[config.mk]
export PLATFORM = sky130hd
export DESIGN_NAME = local_bus_arbiter
export DESIGN_NICKNAME = d
export VERILOG_FILES = /design/src/rtl/local_bus_arbiter_pkg.sv /design/src/rtl/local_bus_arbiter_sync2.sv /design/src/rtl/local_bus_arbiter.sv
export SDC_FILE = /design/constraint.sdc
export NUM_CORES = 1
export LEC_CHECK = 0
export ABC_CLOCK_PERIOD_IN_PS = 2130
export BUFFER_PORTS_ARGS = -buffer_cell sky130_fd_sc_hd__buf_2
export CORE_AREA = 2 2 39 41
export CTS_CLUSTER_DIAMETER = 60
export DETAILED_ROUTE_END_ITERATION = 10
export DIE_AREA = 0 0 41 43
export PLACE_DENSITY = 0.59
export SLEW_MARGIN = 40
export SYNTH_ARGS = -nofsm -noshare
export SYNTH_HDL_FRONTEND = slang
export SYNTH_SLANG_ARGS = --single-unit
[constraint.sdc]
create_clock -name CLK -period 2.13 [get_ports CLK]
set_clock_uncertainty 0.2 [all_clocks]
set_input_delay 0 -clock CLK [delete_from_list [all_inputs] [get_ports CLK]]
set_output_delay 0 -clock CLK [all_outputs]
set_load 0.01 [all_outputs]
[src/rtl/local_bus_arbiter_pkg.sv]
// Shared encodings for the local bus arbiter: FSM states, owner codes and
// the owner decode used to drive bus_owner.
package local_bus_arbiter_pkg;

    typedef enum logic [1:0] {
        ARB_IDLE  = 2'd0,
        ARB_SLAVE = 2'd1,
        ARB_NCR   = 2'd2,
        ARB_TURN  = 2'd3
    } arb_state_t;

    localparam logic [1:0] OWNER_NONE  = 2'b00;
    localparam logic [1:0] OWNER_SLAVE = 2'b01;
    localparam logic [1:0] OWNER_NCR   = 2'b10;

    localparam int TENURE_CW_MIN = 8;

    function automatic logic [1:0] owner_code(input arb_state_t s);
        case (s)
            ARB_SLAVE: return OWNER_SLAVE;
            ARB_NCR:   return OWNER_NCR;
            default:   return OWNER_NONE;
        endcase
    endfunction

endpackage

[src/rtl/local_bus_arbiter_sync2.sv]
// Two-flop synchroniser for a single asynchronous input; the reset value
// lets active-low requests come out of reset deasserted.
module sync2 #(
    parameter logic RESET_VAL = 1'b1
) (
    input  logic i_clk,
    input  logic i_rst,
    input  logic i_async,
    output logic o_sync
);

    logic r_meta;
    logic r_sync;

    always_ff @(posedge i_clk) begin
        if (i_rst) begin
            r_meta <= RESET_VAL;
            r_sync <= RESET_VAL;
        end else begin
            r_meta <= i_async;
            r_sync <= r_meta;
        end
    end

    assign o_sync = r_sync;

endmodule

[src/rtl/local_bus_arbiter.sv]
// Local bus arbiter between the Zorro slave path and the NCR 53C710 master.
// Define ARB_WATCHDOG_EN to bound NCR tenure at TENURE_MAX cycles.
module local_bus_arbiter
    import local_bus_arbiter_pkg::*;
#(
    parameter int TENURE_MAX  = 255,
    parameter int TURN_CYCLES = 1
) (
    input  logic       CLK,
    input  logic       RESET,
    input  logic       slave_req,
    input  logic       SBR_n,
    output logic       slave_gnt,
    output logic       SBG_n,
    output logic [1:0] bus_owner,
    output logic       turn_active,
    output logic       arb_timeout
);

    localparam logic [1:0] TURN_LOAD = 2'(TURN_CYCLES - 1);

    logic       w_sbr_n_sync;
    logic       w_ncr_req;
    logic       w_ncr_grantable;
    logic       w_wd_expire;
    arb_state_t r_state;
    arb_state_t w_next_state;
    logic       r_last_ncr;
    logic [1:0] r_turn_cnt;
    logic       r_slave_gnt;
    logic       r_sbg_n;
    logic [1:0] r_bus_owner;
    logic       r_turn_active;

    sync2 #(.RESET_VAL(1'b1)) u_sbr_sync (
        .i_clk   (CLK),
        .i_rst   (RESET),
        .i_async (SBR_n),
        .o_sync  (w_sbr_n_sync)
    );

    assign w_ncr_req = ~w_sbr_n_sync;

`ifdef ARB_WATCHDOG_EN
    localparam int TENURE_CW = ($clog2(TENURE_MAX + 1) > TENURE_CW_MIN) ?
                               $clog2(TENURE_MAX + 1) : TENURE_CW_MIN;
    localparam logic [TENURE_CW-1:0] TENURE_LAST = TENURE_CW'(TENURE_MAX - 1);

    logic [TENURE_CW-1:0] r_tenure;
    logic                 r_ncr_block;
    logic                 r_timeout;

    // Expiry fires on the edge that would complete the TENURE_MAX-th NCR cycle.
    assign w_wd_expire     = (r_state == ARB_NCR) && w_ncr_req && (r_tenure == TENURE_LAST);
    assign w_ncr_grantable = w_ncr_req && !r_ncr_block;
    assign arb_timeout     = r_timeout;

    always_ff @(posedge CLK) begin
        if (RESET) begin
            r_tenure    <= '0;
            r_ncr_block <= 1'b0;
            r_timeout   <= 1'b0;
        end else begin
            r_tenure <= (r_state == ARB_NCR) ? r_tenure + 1'b1 : '0;
            // A revoked NCR must drop its request once before it can win again.
            if (w_wd_expire) begin
                r_timeout   <= 1'b1;
                r_ncr_block <= 1'b1;
            end else if (!w_ncr_req) begin
                r_ncr_block <= 1'b0;
            end
        end
    end
`else
    assign w_wd_expire     = 1'b0;
    assign w_ncr_grantable = w_ncr_req;
    assign arb_timeout     = 1'b0;
`endif

    always_comb begin
        w_next_state = r_state;
        case (r_state)
            ARB_IDLE: begin
                if (slave_req && w_ncr_grantable)
                    w_next_state = r_last_ncr ? ARB_SLAVE : ARB_NCR;
                else if (slave_req)
                    w_next_state = ARB_SLAVE;
                else if (w_ncr_grantable)
                    w_next_state = ARB_NCR;
            end
            ARB_SLAVE: if (!slave_req) w_next_state = ARB_TURN;
            ARB_NCR:   if (!w_ncr_req || w_wd_expire) w_next_state = ARB_TURN;
            ARB_TURN:  if (r_turn_cnt == 2'd0) w_next_state = ARB_IDLE;
            default:   w_next_state = ARB_IDLE;
        endcase
    end

    // Outputs are registered from the next state so they change with the state.
    always_ff @(posedge CLK) begin
        if (RESET) begin
            r_state       <= ARB_IDLE;
            r_last_ncr    <= 1'b1;
            r_turn_cnt    <= 2'd0;
            r_slave_gnt   <= 1'b0;
            r_sbg_n       <= 1'b1;
            r_bus_owner   <= OWNER_NONE;
            r_turn_active <= 1'b0;
        end else begin
            r_state <= w_next_state;
            if (w_next_state == ARB_SLAVE && r_state != ARB_SLAVE) r_last_ncr <= 1'b0;
            if (w_next_state == ARB_NCR && r_state != ARB_NCR)     r_last_ncr <= 1'b1;
            if (w_next_state == ARB_TURN && r_state != ARB_TURN)
                r_turn_cnt <= TURN_LOAD;
            else if (r_state == ARB_TURN && r_turn_cnt != 2'd0)
                r_turn_cnt <= r_turn_cnt - 2'd1;
            r_slave_gnt   <= (w_next_state == ARB_SLAVE);
            r_sbg_n       <= (w_next_state != ARB_NCR);
            r_bus_owner   <= owner_code(w_next_state);
            r_turn_active <= (w_next_state == ARB_TURN);
        end
    end

    assign slave_gnt   = r_slave_gnt;
    assign SBG_n       = r_sbg_n;
    assign bus_owner   = r_bus_owner;
    assign turn_active = r_turn_active;

endmodule

* Word level (Yosys, flattened, before mapping)
Index checks and enable logic that the tools add are counted.
** Storage, ports and cells
- Output and inout bits :: 6
- Register bits :: 12
- Word-level logic and storage cells :: 40
- Bits of input ports :: 4
** Operators by class
- $add $sub $neg :: 1
- Mux-type cells :: 9
- Reduce and logical (&&, ||, !) cells :: 10
- Equality and inequality tests :: 10
- Bitwise operators :: 1
** Operators by type and width (count)
- $mux W2 :: 7
- $eq A2 B2 Y1 const B :: 4
- $pmux W2 S4 :: 1
- $ne A2 B2 Y1 const B :: 3
- $logic_and A1 B1 Y1 :: 5
- $eq A2 B1 Y1 const B :: 2
- $logic_not A2 Y1 :: 2
- $pmux W2 S2 :: 1
- $reduce_or A2 Y1 :: 2
- $ne A2 B1 Y1 const B :: 1
- $reduce_bool A2 Y1 :: 1
- $sub A2 B1 Y2 const B :: 1
- $not A1 Y1 :: 1

* Depth between registers and ports, before layout
Gate-level depths: netlist (run 1).
- Word-level depth :: 7
- Gate-level depth with buffers :: 5
- Depth with buffers taken out :: 5

* Hierarchy
A second synthesis (run 1) with hierarchy kept.
** Second synthesis, totals
- Cells, all modules :: 51
- Area, all modules :: 479.2 µm²
** Modules (own cells, without submodules)
- local_bus_arbiter :: instances 1, seq. area each 180.2 µm², area each 426.7 µm², cells each 47
- sync2 :: instances 1, seq. area each 40.0 µm², area each 52.6 µm², cells each 4

* Worst setup path after synthesis (run 1)
OpenSTA, ideal clock, no wires.
- Kind :: flip-flop to flip-flop
- Start :: reg r_turn_cnt[0]
- End :: reg r_bus_owner[1], in the netlist bus_owner[1]
- Data arrival time :: 1182 ps
- Data required time :: 1814 ps
- Path slack :: 632 ps
- Period minus slack after synthesis :: 1498 ps
- Stages on the path, launching flop included :: 6
- Library setup time :: 116 ps
- Buffers on the path :: 0
- Path through :: dfxtp_1 > inv_1 > ha_1 > nand2b_1 > a32o_2 > and4_1
** Between the ends
- Word-level cells in the longest chain between the ends :: 5
- Elaborated cells between the ends (all ways) :: 6
- Those cells by class :: 2 x eq/ne; 3 x mux; 1 x reduce/logical
** RTL lines
- start, declared :: RTL line local_bus_arbiter.sv:29 : logic [1:0] r_turn_cnt;
- start signal, assigned :: RTL line local_bus_arbiter.sv:115 : r_turn_cnt <= r_turn_cnt - 2'd1;
- $logic_not A2 Y1 * :: RTL line local_bus_arbiter.sv:93 : ARB_TURN: if (r_turn_cnt == 2'd0) w_next_state = ARB_IDLE;
- $mux W2 * :: RTL line local_bus_arbiter.sv:93
- $pmux W2 S4 * :: RTL line local_bus_arbiter.sv:82 : case (r_state)
- $eq A2 B2 Y1 or $eq A2 B1 Y1 (tied branches) :: RTL line local_bus_arbiter_pkg.sv:19 : case (s)
- $pmux W2 S2 * :: RTL line local_bus_arbiter_pkg.sv:19
- end signal, assigned :: RTL line local_bus_arbiter.sv:118 : r_bus_owner <= owner_code(w_next_state);
- end, declared :: RTL line local_bus_arbiter.sv:32 : logic [1:0] r_bus_owner;
Mark *: on every way between the ends. The rest lies on a longest branch, timed or not.
A chain may end at the register's enable or synchronous reset.

* Final worst setup path (run 1)
- Start :: in RESET
- End :: reg u_sbr_sync.r_meta
** RTL lines
- start, declared :: RTL line local_bus_arbiter.sv:10 : input logic RESET,
- end signal, assigned :: RTL line local_bus_arbiter_sync2.sv:20 : r_meta <= i_async;
- end, declared :: RTL line local_bus_arbiter_sync2.sv:12 : logic r_meta;
No word-level cell between the ends.

==> reports/metrics.yaml, run 1 <==
cts_buffer_depth: 2
ys_types: 27
dp_hpwl_um: 576
multiInputGateArea_um2: 233
synth_edf_count: 0
fillers: 145
crit_buf_inv: 3
reg2reg_depth: 5
antenna_left: 0
period_needed_ns: 1.60
coreArea_um2: 1380
cts-buffers-inserted: 3
endpoint_kind: "flip-flop"
cts_root_buf: "clkbuf_4"
cpMaxStageDelayCell: "dlygate4sd3_1"
slowest_delay_ns: 0.55
die_h_um: 43
grt_pass1_vias: 347
pre_cts_ws_ns: 0.551
wl_met2_um: 358
grt_pass1_wl_mm: 1.48
setup_viol: 0
gr-usage-all-layers_pct: 13.3
synth_area_leaders: "dfxtp_1, nor4_4, nor2_1"
yosysWarnings: 0
initial_utilization_pct: 35.7
status: "completed"
vdd_drop_max_v: 0.000359
io_buffers: 8
syn-instance-count: 49
holdPathStages: 1
wl_met3_um: 21
final_max_slew_viol_count: 0
die_x_um: 41
fin_tns_setup_ns: 0
fin_crit_sh_pct: 75.0
drt-met1-wl_um: 402
yosysSeqAreaShare_pct: 44.6
fin_ws_ns: 0.531
power.density_nw_per_um2: 763
crit_path_max_fanout: 8
routed_via_density: 4.82
cap_violations: 0
synth_top_area_share_pct: 44.6
ys_ff_latch: 11
wire_per_inst_um: 10.5
reg2reg_slack_ns: 0.53
gp_congestion: 0.827
fmax_mhz: 626
dr.pass1.iters: 4
htree_levels: 1
cts_tree: "built"
cp_common_cell: "dlygate4sd3_1"
cp-start-kind: "primary input"
diodes: 0
netlist_area_um2: 494
rsz0062_at_grt: "no"
grt_max_degree: 10
area_growth_pct: 20.3
cts.clk_slew.worst_paths_ns: 0.07
synth_flop_cell: "dfxtp_1"
clk_latency_ns: 0.26
synthArstFlopShare_pct: 0
seqCellArea_um2: 220
io_pins: 10
nets: 68
syn_area_per_cell_um2: 10.1
critPathKind: "primary input to flip-flop"
synth.net_count: 54
num_vias: 376
cts.sinks: 11
antenna_found_initial: 0
drive_above_1_share_pct: 32.3
worst-path-stages: 4
drc: 0
critPathRequiredTime_ns: 2.08
arrival_ns: 1.55
grt_overflow: 0
critPathTopFamily: "buffers and inverters"
hold_viol: 0
initialDrtViolationCount: 8
post_cts.repair.setup_buffers: 0
yosysTopAreaCell: "dfxtp_1"
postRouteWirelength_um: 818
top_layer_used: "met4"
rows: 14
path_cells: "dlygate4sd3_1 > buf_2 > or2_2 > dlygate4sd3_1"
fp.dieArea_um2: 1760
power.leakage_nw: 0.249
hp-class: "flip-flop to flip-flop"
[state kept, by name, indices dropped and copies added (netlist names)]
| register | cells |
|---|---|
| u_sbr_sync.o_sync | 1 |
| SBG_n | 1 |
| r_state | 2 |
| r_last_ncr | 1 |
| r_turn_cnt | 2 |
| u_sbr_sync.r_meta | 1 |
| slave_gnt | 1 |
| bus_owner | 1 |
| turn_active | 1 |
[final timing paths]
check,startpoint,endpoint
min reg2reg,u_sbr_sync.r_meta,u_sbr_sync.o_sync
min,u_sbr_sync.r_meta,u_sbr_sync.o_sync
max,RESET,u_sbr_sync.r_meta
max reg2reg,r_turn_cnt[0],bus_owner[1]
[logic make-up (layout without fill, tap and decap cells)]
family          count (synthesis)  in the layout  share of synthesized area (%)
simple gates                   19             19                           24.8
flops                          11             11                           44.6
compound gates                  8              8                           14.2
buf+inv                         7             20                           8.35
fa+ha+maj                       1              1                           2.53
other cells                     1              1                          0.759
xor+xnor                        1              1                           1.77
mux                             1              1                           3.04
[synth_stat cells (2+ instances only)]
| library cell | count |
|---|---|
| dfxtp_1 | 11 |
| nor2_1 | 5 |
| or2_2 | 2 |
| nand2_1 | 3 |
| buf_4 | 2 |
| nand2b_1 | 2 |
| inv_1 | 4 |
[per-stage QoR]
stage	hold WS (ns)	instance area, um2	util, %	std cells	power, W
6_report	0.209	594	42.9	78	0.000453
5_1_grt	0.230	594	42.9	78	0.000482
4_1_cts	0.212	594	42.9	78	0.000458
3_5_place_dp	-0.0109	528	38.2	70	0.000313
3_3_place_gp	-0.0142	528	38.2	70	0.000312
2_1_floorplan	-0.135	494	-	49	0.000299
[timing repair]
item                                   CTS  global route
hold buffers                             4             0
resized for setup                        0             0
endpoints found under the hold margin    9             0
[where the power goes]
part	internal [W]	total (W)	leakage, nW	switching (W)
combinational	0.0000400	0.0000803	0.143	0.0000403
clock	0.0000724	0.000140	0.0150	0.0000677
sequential	0.000220	0.000233	0.0905	0.0000130
[layer usage]
metal / global-route usage, % / vias to the layer above
met2: 16.9 / 6
met3: 4.71 / 4
met5: 0 / -
li1: - / 193
met4: 12.0 / 0
met1: 16.6 / 173
[placed cells by master, fill, tap and decap left out, drive strengths merged]
master / instances
a211oi: 2
ha: 1
o22ai: 1
xnor2: 1
a21o: 1
nand2b: 2
and4: 1
buf: 8
inv: 4
a221o: 1
nor2: 5
nand4: 1
a32o: 1
o311ai: 1
clkbuf: 4
or2: 2
and2: 1
mux2: 1
conb: 1
dlygate4sd3: 4
nand2: 3
and3b: 1
a21oi: 1
dfxtp: 11
nor3: 1
nand3b: 1
nor4: 1
[area by class of cell]
class	count	share of cell area, %
multi-input cells	31	39.2
flip-flops and latches	11	37.1
repair buffers	12	13.5
clock buffers	4	4.42
well taps	16	3.37
inverters	4	2.53
No activity file was read; power rests on OpenSTA's default activity.
==> run 2, diff against run 1 <==
--- a/config.mk
+++ b/config.mk
@@ -5,13 +5,13 @@
 export SDC_FILE = /design/constraint.sdc
 export NUM_CORES = 1
 export LEC_CHECK = 0
-export ABC_CLOCK_PERIOD_IN_PS = 2130
+export ABC_CLOCK_PERIOD_IN_PS = 1300
 export BUFFER_PORTS_ARGS = -buffer_cell sky130_fd_sc_hd__buf_2
 export CORE_AREA = 2 2 39 41
 export CTS_CLUSTER_DIAMETER = 60
 export DETAILED_ROUTE_END_ITERATION = 10
 export DIE_AREA = 0 0 41 43
-export PLACE_DENSITY = 0.59
+export PLACE_DENSITY = 0.61
 export SLEW_MARGIN = 40
 export SYNTH_ARGS = -nofsm -noshare
 export SYNTH_HDL_FRONTEND = slang
==> constraint.sdc (replaced) <==
create_clock -name CLK -period 1.3 [get_ports CLK]
set_clock_uncertainty 0.2 [all_clocks]
set_input_delay 0 -clock CLK [delete_from_list [all_inputs] [get_ports CLK]]
set_output_delay 0 -clock CLK [all_outputs]
set_load 0.01 [all_outputs]
==> reports/metrics.yaml, run 2 (synthesis gave the netlist of run 1 again) <==
status: "finished, violations left"  # was completed
failed_checks: "negative setup slack"
hold_slack_ns: 0.0717  # was 0.209 ns
drive_above_1_share_pct: 51.5  # was 32.3%
grt_pass1_wl_mm: 1.50  # was 1.48 mm
reg2reg_depth: 5  # unchanged
clk_latency_ns: 0.27  # was 0.26 ns
finalPower_w: 0.000775  # was 0.000453 W
critPathKind: "flip-flop to flip-flop"  # was primary input to flip-flop
cp-start-kind: "flip-flop"  # was primary input
fmax_mhz: 712
nets: 74  # was 68
power.leakage_nw: 0.299  # was 0.249 nW
hp-class: "primary input to flip-flop"  # was flip-flop to flip-flop
gr-usage-all-layers_pct: 13.1  # was 13.3%
cts_buffer_depth: 2  # unchanged
hold_end: "turn_active"  # was u_sbr_sync.o_sync
cap_violations: 0  # unchanged
arrival_ns: 1.36  # was 1.55 ns
gp_congestion: 0.738  # was 0.827
final_cell_mix: "dfxtp_1, buf_2, buf_4, nor2_1, dlygate4sd3_1"  # was dfxtp_1, buf_2, nor2_1, inv_1, dlygate4sd3_1
rsz0062_at_grt: "yes"  # was no
crit_start: "r_turn_cnt[1]"  # was RESET
antenna_left: 0  # unchanged
num_vias: 402  # was 376
coreArea_um2: 1380  # unchanged
cts_tree: "built"  # unchanged
antenna_found_initial: 0  # unchanged
grt_max_degree: 9  # was 10
fin_crit_sh_pct: 108
endpoint_kind: "flip-flop"  # unchanged
initialDrtViolationCount: 9  # was 8
die_x_um: 41  # unchanged
final_max_slew_viol_count: 0  # unchanged
holdCritStartpoint: "slave_req"  # was u_sbr_sync.r_meta
hold_viol: 0  # unchanged
htree_levels: 1  # unchanged
io_buffers: 8  # unchanged
reg.largest.list: "r_state (2), r_turn_cnt (2)"  # unchanged
die_h_um: 43  # unchanged
fin_ws_ns: -0.105  # was 0.531 ns
io_pins: 10  # unchanged
crit_path_max_fanout: 5  # was 8
grt_pass1_vias: 385  # was 347
fp.dieArea_um2: 1760  # unchanged
setup_viol: 9  # was 0
r2r-start: "r_turn_cnt[1]"  # was r_turn_cnt[0]
initial_utilization_pct: 35.7  # unchanged
postRouteWirelength_um: 892  # was 818 um
diodes: 0  # unchanged
cts.sinks: 11  # unchanged
period_needed_ns: 1.40
grt_overflow: 0  # unchanged
rows: 14  # unchanged
drc: 0  # unchanged
power.density_nw_per_um2: 1150  # was 763 nW/um2
holdPathStages: 4  # was 1
routed_via_density: 4.79  # was 4.82
final_util_pct: 48.7  # was 42.9%
dp_hpwl_um: 664  # was 576 um
vdd_drop_max_v: 0.000628  # was 0.000359 V
area_growth_pct: 36.5  # was 20.3%
cts_root_buf: "clkbuf_4"  # unchanged
reg2reg_slack_ns: -0.10  # was 0.53 ns
critPathRequiredTime_ns: 1.26  # was 2.08 ns
cts.clk_slew.worst_paths_ns: 0.07  # about the same
worstReg2RegEnd: "bus_owner[1]"  # unchanged
dr.pass1.iters: 4  # unchanged
cts-buffers-inserted: 3  # unchanged
wire_per_inst_um: 10.6  # was 10.5 um
==> run 2: cell types whose count changed in the layout (fill, tap and decap cells not counted), moves of 2 or more <==
cell,change
buf_4,+6
dfxtp_1,-3
inv_2,+2
dfxtp_2,+2
inv_1,-2
==> run 2: power breakdown <==
group	internal [W]	total, W	switching (W)
logic	0.0000889	0.000166	0.0000776
clock network	0.000114	0.000227	0.000114
registers	0.000361	0.000381	0.0000200
total	0.000564	0.000775	0.000211
==> run 2: routing by layer <==
layer	global-route usage (%)	share of wire, %	wire length (um)	vias up
li1	-	-	-	205
met1	13.3	41	370	184
met2	21.3	50	447	11
met3	6.28	6.8	61	2
met4	6.00	1.5	13	0
met5	0	0	0	-
==> run 2: final cells by class <==
type                    instances  area, um2
clock buffers                   3       22.5
clock inverters                 1       5.00
fillers                       134        709
inverters                       4       15.0
multi-input cells              31        260
flip-flops and latches         11        226
well taps                      16       20.0
repair buffers                 18        125
==> run 2: worst max path at each step <==
stage / end / slack (ns) / depth (start not counted)
2_1_floorplan: turn_active / -0.08 / 5
3_3_place_gp: turn_active / -0.12 / 5
3_5_place_dp: turn_active / -0.12 / 5
4_1_cts: turn_active / -0.12 / 5
5_1_grt: turn_active / -0.16 / 5
6_report: bus_owner[1] / -0.10 / 5
==> run 2: repair_timing <==
item	4_1_cts	5_1_grt
cloned	0	0
hold buffers	4	0
setup endpoints to repair	9	9
resized for setup	4	0
setup buffers	0	0
pin swaps	1	1
hold endpoints to repair	10	0
==> run 2: worst max-delay path, cell delays in order, from the launching register on <==
cell      delay (ns)
dfxtp_2         0.33
inv_2           0.04
ha_4            0.15
nand2b_4        0.12
a32o_2          0.28
and4_1          0.17
==> run 2: per-stage QoR <==
| step | setup TNS, ns | cells | worst slack (ns) | cell area (um2) |
|---|---|---|---|---|
| global route | -0.979 | 84 | -0.160 | 674 |
| global placement | -0.291 | 76 | -0.118 | 588 |
| CTS | -0.444 | 84 | -0.118 | 674 |
| floorplan | -0.147 | 49 | -0.0752 | 509 |
| detailed placement | -0.350 | 76 | -0.118 | 588 |
| finish | -0.378 | 84 | -0.105 | 674 |
==> run 3, diff against run 2 <==
--- a/config.mk
+++ b/config.mk
@@ -11,8 +11,10 @@
 export CTS_CLUSTER_DIAMETER = 60
 export DETAILED_ROUTE_END_ITERATION = 10
 export DIE_AREA = 0 0 41 43
-export PLACE_DENSITY = 0.61
+export HOLD_SLACK_MARGIN = 0.1
+export PLACE_DENSITY = 0.6
 export SLEW_MARGIN = 40
 export SYNTH_ARGS = -nofsm -noshare
 export SYNTH_HDL_FRONTEND = slang
+export SYNTH_HIERARCHICAL = 1
 export SYNTH_SLANG_ARGS = --single-unit
==> reports/metrics.yaml, run 3 <==
status: "finished, violations left"  # unchanged
failed_checks: "negative setup slack"  # unchanged
antenna_left: 0  # unchanged
reg2reg_slack_ns: -0.02  # was -0.10 ns
final_max_slew_viol_count: 0  # unchanged
reg2reg_depth: 3  # was 5
ys_ff_latch: 11  # unchanged
coreArea_um2: 1380  # unchanged
grt_overflow: 0  # unchanged
synth_top_area_share_pct: 46.0  # was 44.6%
yosysTopAreaCell: "dfxtp_1"  # unchanged
arrival_ns: 1.32  # was 1.36 ns
setup_viol: 2  # was 9
yosysSeqAreaShare_pct: 46.0  # was 44.6%
gp_congestion: 0.706  # was 0.738
diodes: 0  # unchanged
power.leakage_nw: 0.277  # was 0.299 nW
pre_cts_ws_ns: -0.0257  # was -0.118 ns
hp-class: "flip-flop to flip-flop"  # was primary input to flip-flop
rows: 14  # unchanged
die_h_um: 43  # unchanged
dp_hpwl_um: 550  # was 664 um
critPathKind: "flip-flop to flip-flop"  # unchanged
yosysMostFrequentCell: "dfxtp_1"  # unchanged
clk_latency_ns: 0.27  # about the same
drc: 0  # unchanged
fin_crit_sh_pct: 102  # was 108%
holdCritStartpoint: "u_sbr_sync/r_meta"  # was slave_req
initialDrtViolationCount: 2  # was 9
cts_buffer_depth: 2  # unchanged
yosysWarnings: 6  # was 0
grt_max_degree: 9  # unchanged
cts.sinks: 11  # unchanged
period_needed_ns: 1.32  # was 1.40 ns
endpoint_kind: "flip-flop"  # unchanged
die_x_um: 41  # unchanged
holdPathStages: 1  # was 4
reg.largest.list: "r_state (2), r_turn_cnt (2)"  # unchanged
r2r-start: "r_state[1]"  # was r_turn_cnt[1]
fin_ws_ns: -0.0223  # was -0.105 ns
syn_area_per_cell_um2: 9.40  # was 10.1 um2
worstReg2RegEnd: "r_turn_cnt[1]"  # was bus_owner[1]
synth_edf_count: 0  # unchanged
hold_end: "u_sbr_sync/o_sync"  # was turn_active
ys_types: 26  # was 27
initial_utilization_pct: 34.6  # was 35.7%
cts-buffers-inserted: 3  # unchanged
fin_tns_setup_ns: -0.0326  # was -0.378 ns
dr.pass1.iters: 4  # unchanged
io_pins: 10  # unchanged
htree_levels: 1  # unchanged
cts_tree: "built"  # unchanged
critPathRequiredTime_ns: 1.29  # was 1.26 ns
synth.net_count: 56  # was 54
routed_via_density: 4.72  # was 4.79
cp-start-kind: "flip-flop"  # unchanged
num_vias: 401  # was 402
cts_root_buf: "clkbuf_4"  # unchanged
hold_viol: 0  # unchanged
drive_above_1_share_pct: 50.7  # was 51.5%
synth_area_leaders: "dfxtp_1, a21oi_1, nor3_1"  # was dfxtp_1, nor4_4, nor2_1
vdd_drop_max_v: 0.000576  # was 0.000628 V
power.density_nw_per_um2: 1110  # was 1150 nW/um2
synth_flop_cell: "dfxtp_1"  # unchanged
nets: 75  # was 74
crit_path_max_fanout: 7  # was 5
finalPower_w: 0.000742  # was 0.000775 W
grt_pass1_vias: 355  # was 385
netlist_area_um2: 479  # was 494 um2
antenna_found_initial: 0  # unchanged
fillers: 141  # was 134
rsz0062_at_grt: "yes"  # unchanged
cts.clk_slew.worst_paths_ns: 0.07  # about the same
syn-instance-count: 51  # was 49
wire_per_inst_um: 11.7  # was 10.6 um
yosys-top-cells-count: "dfxtp_1, a21oi_1, inv_1"  # was dfxtp_1, nor2_1, inv_1, nand2_1
gr-usage-all-layers_pct: 11.9  # was 13.1%
final_common_cell: "buf_2"
cap_violations: 0  # unchanged
area_growth_pct: 38.9  # was 36.5%
final_cell_mix: "buf_2, dfxtp_1, buf_4"  # was dfxtp_1, buf_2, buf_4, nor2_1, dlygate4sd3_1
fmax_mhz: 756  # was 712 MHz
fp.dieArea_um2: 1760  # unchanged
io_buffers: 8  # unchanged
grt_pass1_wl_mm: 1.38  # was 1.50 mm
crit_start: "r_state[1]"  # was r_turn_cnt[1]
synthArstFlopShare_pct: 0  # unchanged
postRouteWirelength_um: 998  # was 892 um
## run 3: metal layers
metal / GRT usage (%) / up-vias / part of all wire [%]
met3: 3.14 / 6 / 3.4
li1: - / 207 / -
met5: 0 / - / 0
met2: 16.3 / 11 / 47
met1: 14.6 / 177 / 43
met4: 10.0 / 0 / 5.9
## run 3: repair_timing
item	in CTS	in global routing
setup buffers	1	1
hold buffers	3	0
hold endpoints to repair	11	0
gates resized for setup	5	9
pin swaps	0	5
setup endpoints to repair	2	4
## run 3: final cells by class
class | count | area (um2) | share of cell area (%)
timing repair buffer | 18 | 123 | 18.4
multi-input combinational | 32 | 254 | 38.2
clock buffer | 4 | 26.3 | 3.95
tap | 16 | 20.0 | 3.01
sequential | 11 | 228 | 34.2
inverter | 4 | 15.0 | 2.26
## run 3: kinds of logic (layout without fill, tap and decap cells)
family	count (synthesis)	count (layout)	synth area share, %
fa+ha+maj	1	1	2.61
flops	11	11	46.0
xor+xnor	1	1	1.83
other cells	1	1	0.783
compound gates	11	11	15.1
simple gates	18	18	24.0
buf+inv	8	26	9.66
## run 3: critical path, cell delays in order, from the launching register on
cell,delay (ns)
dfxtp_2,0.34
buf_4,0.16
a311o_1,0.35
a211oi_2,0.19
## run 3: power by group
group	internal (W)	switching [W]
clock network	0.000119	0.000117
registers	0.000358	0.0000177
logic	0.0000665	0.0000640
total	0.000543	0.000199
## run 3: per-stage QoR
step	hold slack [ns]	util [%]	area (um2)	instances
after floorplan	-0.123	-	479	51
after global placement	-0.0202	39.4	546	76
after detailed placement	-0.0100	39.4	546	76
after CTS	0.213	44.7	618	84
after global routing	0.220	48.1	666	85
final	0.210	48.1	666	85
## run 3: worst max path at each step
stage	depth (start not counted)	slack (ns)	to
after floorplan	5	0.002	r_turn_cnt[1]
after global placement	5	0.002	r_turn_cnt[1]
after detailed placement	5	-0.03	r_turn_cnt[1]
after CTS	5	0.001	r_turn_cnt[1]
after global routing	3	-0.06	r_turn_cnt[1]
final	3	-0.02	r_turn_cnt[1]
